## config.mk

```make
export PLATFORM = sky130hd
export DESIGN_NAME = conditional_3d_array_demux
export DESIGN_NICKNAME = d
export VERILOG_FILES = /design/src/rtl/conditional_3d_array_demux.sv
export SDC_FILE = /design/constraint.sdc
export NUM_CORES = 1
export LEC_CHECK = 0
export CELL_PAD_IN_SITES_DETAIL_PLACEMENT = 0
export CELL_PAD_IN_SITES_GLOBAL_PLACEMENT = 1
export CORE_AREA = 3 3 308 310
export CTS_CLUSTER_SIZE = 16
export DETAILED_ROUTE_END_ITERATION = 6
export DIE_AREA = 0 0 311 313
export PLACE_DENSITY_LB_ADDON = 0.1
export SLEW_MARGIN = 20
export SYNTH_ARGS = -nofsm -noshare
export SYNTH_HDL_FRONTEND = slang
export SYNTH_SLANG_ARGS = --single-unit
export TNS_END_PERCENT = 20
```

## constraint.sdc

```tcl
create_clock -name clk -period 2.1 [get_ports clk]
set_input_delay 0.21 -clock clk [delete_from_list [all_inputs] [get_ports clk]]
set_output_delay 0.21 -clock clk [all_outputs]
set_load 0.05 [all_outputs]
```

## src/rtl/conditional_3d_array_demux.sv

```systemverilog
// conditional_3d_array_demux
// Registered one-to-two steering stage for ROWS x COLS x BIT_WIDTH arrays.
// One-entry buffer with valid/ready flow control; the destination port is
// latched from `condition` on the accepting edge. Per-port transfer counters
// wrap modulo 2^COUNT_WIDTH.
// Optional build macro: CONDITIONAL_3D_ARRAY_DEMUX_ZERO_IDLE_EN
//   defined   -> a port whose valid is low drives an all-zero array
//   undefined -> both ports always show the buffered array
module conditional_3d_array_demux #(
  parameter int BIT_WIDTH   = 4,
  parameter int ROWS        = 8,
  parameter int COLS        = 8,
  parameter int COUNT_WIDTH = 8
) (
  input  logic                                     clk,
  input  logic                                     rst,
  input  logic [ROWS-1:0][COLS-1:0][BIT_WIDTH-1:0] in,
  input  logic                                     in_valid,
  output logic                                     in_ready,
  input  logic                                     condition,
  output logic [ROWS-1:0][COLS-1:0][BIT_WIDTH-1:0] out_true,
  output logic                                     out_true_valid,
  input  logic                                     out_true_ready,
  output logic [ROWS-1:0][COLS-1:0][BIT_WIDTH-1:0] out_false,
  output logic                                     out_false_valid,
  input  logic                                     out_false_ready,
  output logic [COUNT_WIDTH-1:0]                   count_true,
  output logic [COUNT_WIDTH-1:0]                   count_false
);

  typedef enum logic {EMPTY = 1'b0, FULL = 1'b1} state_t;

  state_t                                   state_q, state_d;
  logic [ROWS-1:0][COLS-1:0][BIT_WIDTH-1:0] data_q, data_d;
  logic                                     dst_q, dst_d;
  logic [COUNT_WIDTH-1:0]                   cnt_t_q, cnt_t_d;
  logic [COUNT_WIDTH-1:0]                   cnt_f_q, cnt_f_d;

  logic full, sel_ready, accept, xfer_t, xfer_f;

  // Handshake decode: the buffer frees up on the same edge the selected
  // consumer takes it, so in_ready follows the selected ready while FULL.
  always_comb begin
    full            = (state_q == FULL);
    sel_ready       = dst_q ? out_true_ready : out_false_ready;
    in_ready        = !full || sel_ready;
    accept          = in_valid && in_ready;
    out_true_valid  = full && dst_q;
    out_false_valid = full && !dst_q;
    xfer_t          = out_true_valid && out_true_ready;
    xfer_f          = out_false_valid && out_false_ready;
  end

  // Next-state: load on accept (also covers drain+refill), else drain to EMPTY.
  always_comb begin
    state_d = state_q;
    data_d  = data_q;
    dst_d   = dst_q;
    cnt_t_d = cnt_t_q + {{(COUNT_WIDTH-1){1'b0}}, xfer_t};
    cnt_f_d = cnt_f_q + {{(COUNT_WIDTH-1){1'b0}}, xfer_f};
    if (accept) begin
      state_d = FULL;
      data_d  = in;
      dst_d   = condition;
    end else if (full && sel_ready) begin
      state_d = EMPTY;
    end
  end

  // State register; reset wins over any pending load or transfer.
  always_ff @(posedge clk) begin
    if (rst) begin
      state_q <= EMPTY;
      data_q  <= '0;
      dst_q   <= 1'b0;
      cnt_t_q <= '0;
      cnt_f_q <= '0;
    end else begin
      state_q <= state_d;
      data_q  <= data_d;
      dst_q   <= dst_d;
      cnt_t_q <= cnt_t_d;
      cnt_f_q <= cnt_f_d;
    end
  end

  assign count_true  = cnt_t_q;
  assign count_false = cnt_f_q;

  // Output arrays: per-row masking of idle ports, or straight buffer fan-out.
  for (genvar r = 0; r < ROWS; r++) begin : g_row
`ifdef CONDITIONAL_3D_ARRAY_DEMUX_ZERO_IDLE_EN
    assign out_true[r]  = out_true_valid  ? data_q[r] : '0;
    assign out_false[r] = out_false_valid ? data_q[r] : '0;
`else
    assign out_true[r]  = data_q[r];
    assign out_false[r] = data_q[r];
`endif
  end

endmodule

```

==> impl_metrics.ini, run 1 <==
[finish]
number_of_nets_in_the_final_layout = 2804
mostFrequentLayoutCell = clkdlybuf4s50_1
layout.cells.most_common_list = 608 x clkdlybuf4s50_1, 272 x dfxtp_1, 261 x nand2_1
share_of_cells_above_drive_strength_1_pct = 5.86
final.fill_count = 9672
area_growth_syn_to_layout_pct = 47.9
combined_area_of_the_multi_input_logic_cells_sq_um = 9380
finalNonFillerCells = 3824
final-seq-area_sq_um = 5490
finalInstanceArea_sq_um = 26800

[worst_setup_path]
crit_type = flop to output pin
timing.critical_path.cells = clkdlybuf4s50_1
worst_setup_end_kind = output pin
critical_path.n_buffers_inverters = 1
worst_ep_required_time_ns = 1.89
critPathTopFamily = buffers and inverters
startpoint_type = flop
worst_path_largest_cell_delay_ns = 0.85
timing.critical_path.slowest_stage_cell = clkdlybuf4s50_1
cp_max_fo = 4
critPathArrivalTime_ns = 1.83

[sta]
finalCriticalPeriod_ns = 2.04
setup_viol = 0
post-route-period-util_pct = 97.3
worst_slack_setup_final_ns = 0.0559
finalHoldViolCount = 0
slew-limit-headroom_pct = 51.3
slew_viols_final = 0
finalClockSkew_ns = 0.0139
worst_pin_slew_ns = 0.731
maxClockFrequency_ghz = 0.489
fin_worst_hold_slack_ns = 0.112

[routing]
post_drt_wl_per_cell_um = 22.1
route.vias.total = 19200
viasPerCell = 5.01
detail_route.drc_violations = 0
drt-pass1-iter-count = 5
detail_route.wirelength_mm = 84.6
ant_nets = 0
first_iter_violations = 1300

[clocking]
cts.clk_slew.worst_paths_ns = 0.06
cts.sinks = 274
root_buffer = clkbuf_16
clock_tree_buf_depth = 3
worstSkewPairLatency_ns = 0.56
clock_tree_from_tritoncts = done
cts_buffers = 42
htreeDepth = 2

[power_and_ir_drop]
p_clk_share_pct = 32.1
logic_gate_share_of_total_power_pct = 37.9
vdd_ir_drop_max_mv = 0.604
cellInternalPower_mw = 12.5
switchingPower_mw = 8.76
power_leakage_nw = 9.63
power.sequential.fraction_pct = 30.1
report.power.total_mw = 21.2
power_switching_share_pct = 41.3
power_density_nw_per_um2 = 793

[floorplan]
num_rows = 111
die_area_sq_um = 97300
die_width_um = 311
initial_utilization_pct = 19.7
die-height_um = 313
core_area_sq_um = 91900
pin_count = 793

[logic_synthesis]
synth_cells = 2164
syn_avg_cell_area_sq_um = 8.36
seq_area_frac_synth_pct = 30.3
synth_enable_flop_cells = 0
post_synth_instance_area_sq_um = 18100
yosysWarningCount = 0
synth.net_count = 2430
synth_cell_types = 30
async_flop_share_pct = 0
synthFlopType = dfxtp_1
synth-seq-cells = 274

[placement]
place.detailed.hpwl_mm = 57.9
placedCellCount = 3735
gp_congestion = 0.747
detailed_place.area_sq_um = 25400
dp_slack_ns = 0.0996
io_buffer_count = 792

[global_routing]
antenna_found_initial = 27
grt_pass1_vias = 18300
grt_start_max_net_pins = 152
overflow_left_after_global_routing = 0
track_usage_pct = 16.3
grt_pass1_wl_mm = 124

[worst_hold_path]
worstHoldPathType = input pin to flop

[run_status]
run_status = completed

[job]
cap_viol_max_count = 0
metal layers:
layer	vias to the layer above	track usage, %	part of all wire, %
met2	635	28.6	52
met1	9511	19.3	41
li1	8912	-	-
met5	-	0	0.095
met4	12	6.02	2.2
met3	95	3.55	5.4
power groups by stage:
stage / logic (mW) / registers [mW] / clock network [mW]
finish: 8.04 / 6.38 / 6.81
detailed placement: 8.23 / 6.53 / 0
global placement: 8.20 / 6.49 / 0
global route: 8.38 / 6.47 / 7.29
CTS: 8.11 / 6.42 / 7.13
floorplan: 4.13 / 7.91 / 0
metrics by stage:
stage          util, %  setup TNS (ns)
2_1_floorplan        -               0
3_3_place_gp      27.7               0
3_5_place_dp      27.7               0
4_1_cts           28.9               0
5_1_grt           29.1        -0.00667
6_report          29.1               0
state kept, by name (all words and copies together) (netlist names):
register / flops
count_false: 8
count_true: 8
dst_q: 1
full: 1
out_false: 256
cell usage after synthesis, types with 8 or more instances:
library cell	count	area, sq um
nand2_1	261	980
nand3_1	8	40.0
nand4b_1	256	2240
buf_2	55	275
clkbuf_1	193	724
o311ai_1	256	2240
buf_1	16	60.1
a31oi_1	256	1600
buf_4	257	1930
dfxtp_1	274	5490
nor2_1	9	33.8
buf_6	20	225
nor3b_1	256	1920
path summary, 6_finish.rpt:
kind | cells past startpoint | end | slack [ns] | start
hold / removal | 2 | out_false[53] | 0.11 | rst
setup / recovery | 1 | out_false[139] | 0.06 | out_false[139]
setup reg to reg | 7 | count_false[6] | 0.31 | dst_q
hold reg to reg | 2 | count_true[7] | 0.49 | count_true[7]
logic make-up (layout without fill, tap and decap cells):
logic type / Yosys count / count (layout) / synth area share [%]
XOR/XNOR: 6 / 6 / 0.290
AND/OR/NAND/NOR: 806 / 806 / 29.4
AO/OA/AOI/OAI: 528 / 528 / 21.7
buffers and inverters: 545 / 941 / 17.9
flip-flops: 274 / 274 / 30.3
adder cells (fa/ha/maj): 4 / 4 / 0.277
multiplexers: 1 / 1 / 0.124
other: 0 / 21 / 0
final cells by class:
cell class	count	share of cell area [%]
clock inverters	4	0.0982
clock buffers	62	4.66
repair buffers	872	33.6
diodes	21	0.196
well taps	1243	5.81
multi-input cells	1345	35.0
inverters	3	0.0701
flip-flops and latches	274	20.5
what timing repair did:
item / 4_1_cts / 5_1_grt
hold buffers: 1 / 0
setup endpoints to repair: 129 / 58
gates resized for setup: 125 / 54
gates cloned: 0 / 0
endpoints found under the hold margin: 8 / 0
buffers inserted: 1 / 0
(Power assumes the default switching activity.)
==> run 2: changes to the inputs <==
--- a/config.mk
+++ b/config.mk
@@ -5,12 +5,14 @@
 export SDC_FILE = /design/constraint.sdc
 export NUM_CORES = 1
 export LEC_CHECK = 0
+export CAP_MARGIN = 20
 export CELL_PAD_IN_SITES_DETAIL_PLACEMENT = 0
 export CELL_PAD_IN_SITES_GLOBAL_PLACEMENT = 1
-export CORE_AREA = 3 3 308 310
+export CORE_AREA = 2 2 307 309
 export CTS_CLUSTER_SIZE = 16
 export DETAILED_ROUTE_END_ITERATION = 6
-export DIE_AREA = 0 0 311 313
+export DIE_AREA = 0 0 309 311
+export GPL_ROUTABILITY_DRIVEN = 0
 export PLACE_DENSITY_LB_ADDON = 0.1
 export SLEW_MARGIN = 20
 export SYNTH_ARGS = -nofsm -noshare
==> run 2 against run 1 <==
Wire length is 0.81% lower; clock-buffer cell count rose by 3; critical path type unchanged; critical path depth is the same; final cell count rose by 0.52%; power increased by 0.73%; utilization down 0.24 points; via count increased by 0.28%; highest routed layer unchanged; clock skew increased by 0.0031 ns.
==> impl_metrics.ini, run 2 (synthesis results as in run 1) <==
[routing]
ant_nets = 0
detail_route.drc_violations = 0
detail_route.wirelength_mm = 83.9
drt-pass1-iter-count = 7
viasPerCell = 5.00
first_iter_violations = 1199
route.vias.total = 19200
post_drt_wl_per_cell_um = 21.8

[sta]
post-route-period-util_pct = 97.2
slew_viols_final = 0
worst_pin_slew_ns = 0.623
finalHoldViolCount = 0
maxClockFrequency_ghz = 0.490
rsz0062_at_grt = no
finalClockSkew_ns = 0.0170
fin_worst_hold_slack_ns = 0.0546
totalNegativeSetupSlack_ns = 0
slew-limit-headroom_pct = 58.5
setup_viol = 0
finalCriticalPeriod_ns = 2.04

[worst_setup_path]
worstReg2RegEnd = out_false[195]
timing.critical_path.cells = clkdlybuf4s50_1
regToRegStartpoint = dst_q
worst_path_largest_cell_delay_ns = 0.85
critPathTopFamily = buffers and inverters
timing.critical_path.slowest_stage_cell = clkdlybuf4s50_1
worst_setup_end_kind = output pin
cp_max_fo = 4
regToRegSetupSlack_ns = 0.24
crit_type = flop to output pin
startpoint_type = flop
critical_path.n_buffers_inverters = 1
worst_ep_required_time_ns = 1.89
critPathArrivalTime_ns = 1.83
reg2reg_depth = 6

[clocking]
clock_tree_from_tritoncts = done
post_cts_hold_buffer_count = 0
worstSkewPairLatency_ns = 0.55
cts.clk_slew.worst_paths_ns = 0.06
root_buffer = clkbuf_16
clock_tree_buf_depth = 3
cts_buffers = 41
htreeDepth = 2
cts.sinks = 274

[floorplan]
pin_count = 793
die_width_um = 309
die_area_sq_um = 96100
num_rows = 112
initial_utilization_pct = 19.5
core_area_sq_um = 92800
die-height_um = 311

[power_and_ir_drop]
power_leakage_nw = 9.07
power_density_nw_per_um2 = 798
vdd_ir_drop_max_mv = 0.521

[finish]
area_growth_syn_to_layout_pct = 48.0
combined_area_of_the_multi_input_logic_cells_sq_um = 9380
final.fill_count = 9800
largest_register_ff_count = 256
mostFrequentLayoutCell = clkdlybuf4s50_1
number_of_nets_in_the_final_layout = 2803
share_of_cells_above_drive_strength_1_pct = 5.88
final-seq-area_sq_um = 5490
layout.cells.most_common_list = 673 x clkdlybuf4s50_1, 273 x dfxtp_1, 261 x nand2_1

[global_routing]
overflow_left_after_global_routing = 0
grt_pass1_wl_mm = 122
grt_pass1_vias = 18200
antenna_found_initial = 35
grt_start_max_net_pins = 125
track_usage_pct = 16.3

[worst_hold_path]
worst_hold_path.num_cells = 3
hold_end = out_false[129]
worstHoldPathType = input pin to flop
worstHoldStart = in_valid

[run_status]
run_status = completed

[placement]
place.detailed.hpwl_mm = 56.0
io_buffer_count = 792

[job]
cap_viol_max_count = 0
-- run 2: stage by stage --
stage | utilization, % | instance area, sq um | power (mW) | cells | setup WS [ns]
global route | 28.9 | 26800 | 22.3 | 3841 | 0.00110
CTS | 28.7 | 26700 | 21.8 | 3820 | 0.0000924
floorplan | - | 18100 | 12.0 | 2164 | 0.0479
detailed placement | 27.4 | 25400 | 14.7 | 3746 | 0.0697
finish | 28.9 | 26800 | 21.4 | 3844 | 0.0578
global placement | 27.4 | 25400 | 14.6 | 3746 | 0.0743
-- run 2: how the worst max path moves through the flow --
stage | slack [ns] | end | start | cells past startpoint
floorplan | 0.05 | count_true[6] | full | 9
finish | 0.06 | out_true[8] | out_false[8] | 1
detailed placement | 0.07 | count_true[6] | out_true_ready | 7
CTS | 0.00009 | count_false[1] | count_false[1] | 1
global placement | 0.07 | count_false[6] | out_false_ready | 7
global route | 0.001 | out_true[48] | out_false[48] | 1
-- run 2: cell type report --
class,instances,share of cell area [%]
antenna,24,0.224
tap,1254,5.86
timing repair buffer,872,33.5
sequential,274,20.5
clock buffer,65,4.54
inverter,3,0.0701
multi-input combinational,1345,35.0
clock inverter,7,0.327
-- run 2: repair_timing --
action / 4_1_cts / 5_1_grt
setup buffers: 1 / 0
endpoints found under the setup margin: 95 / 24
resized for setup: 87 / 23
cloned: 1 / 0
-- run 2: per-layer routing --
metal	vias up	track usage (%)	routed length (um)	share of wire, %
met4	20	5.73	1800	2.1
met3	108	3.43	4890	5.8
met1	9542	19.6	34500	41
met5	-	0	155	0.18
li1	8919	-	-	-
met2	630	28.5	42600	51
-- run 2: power breakdown --
group / switching (mW) / internal [mW] / total [mW]
registers: 0.664 / 5.71 / 6.37
logic: 5.32 / 2.75 / 8.07
clock network: 2.75 / 4.19 / 6.94
total: 8.74 / 12.6 / 21.4
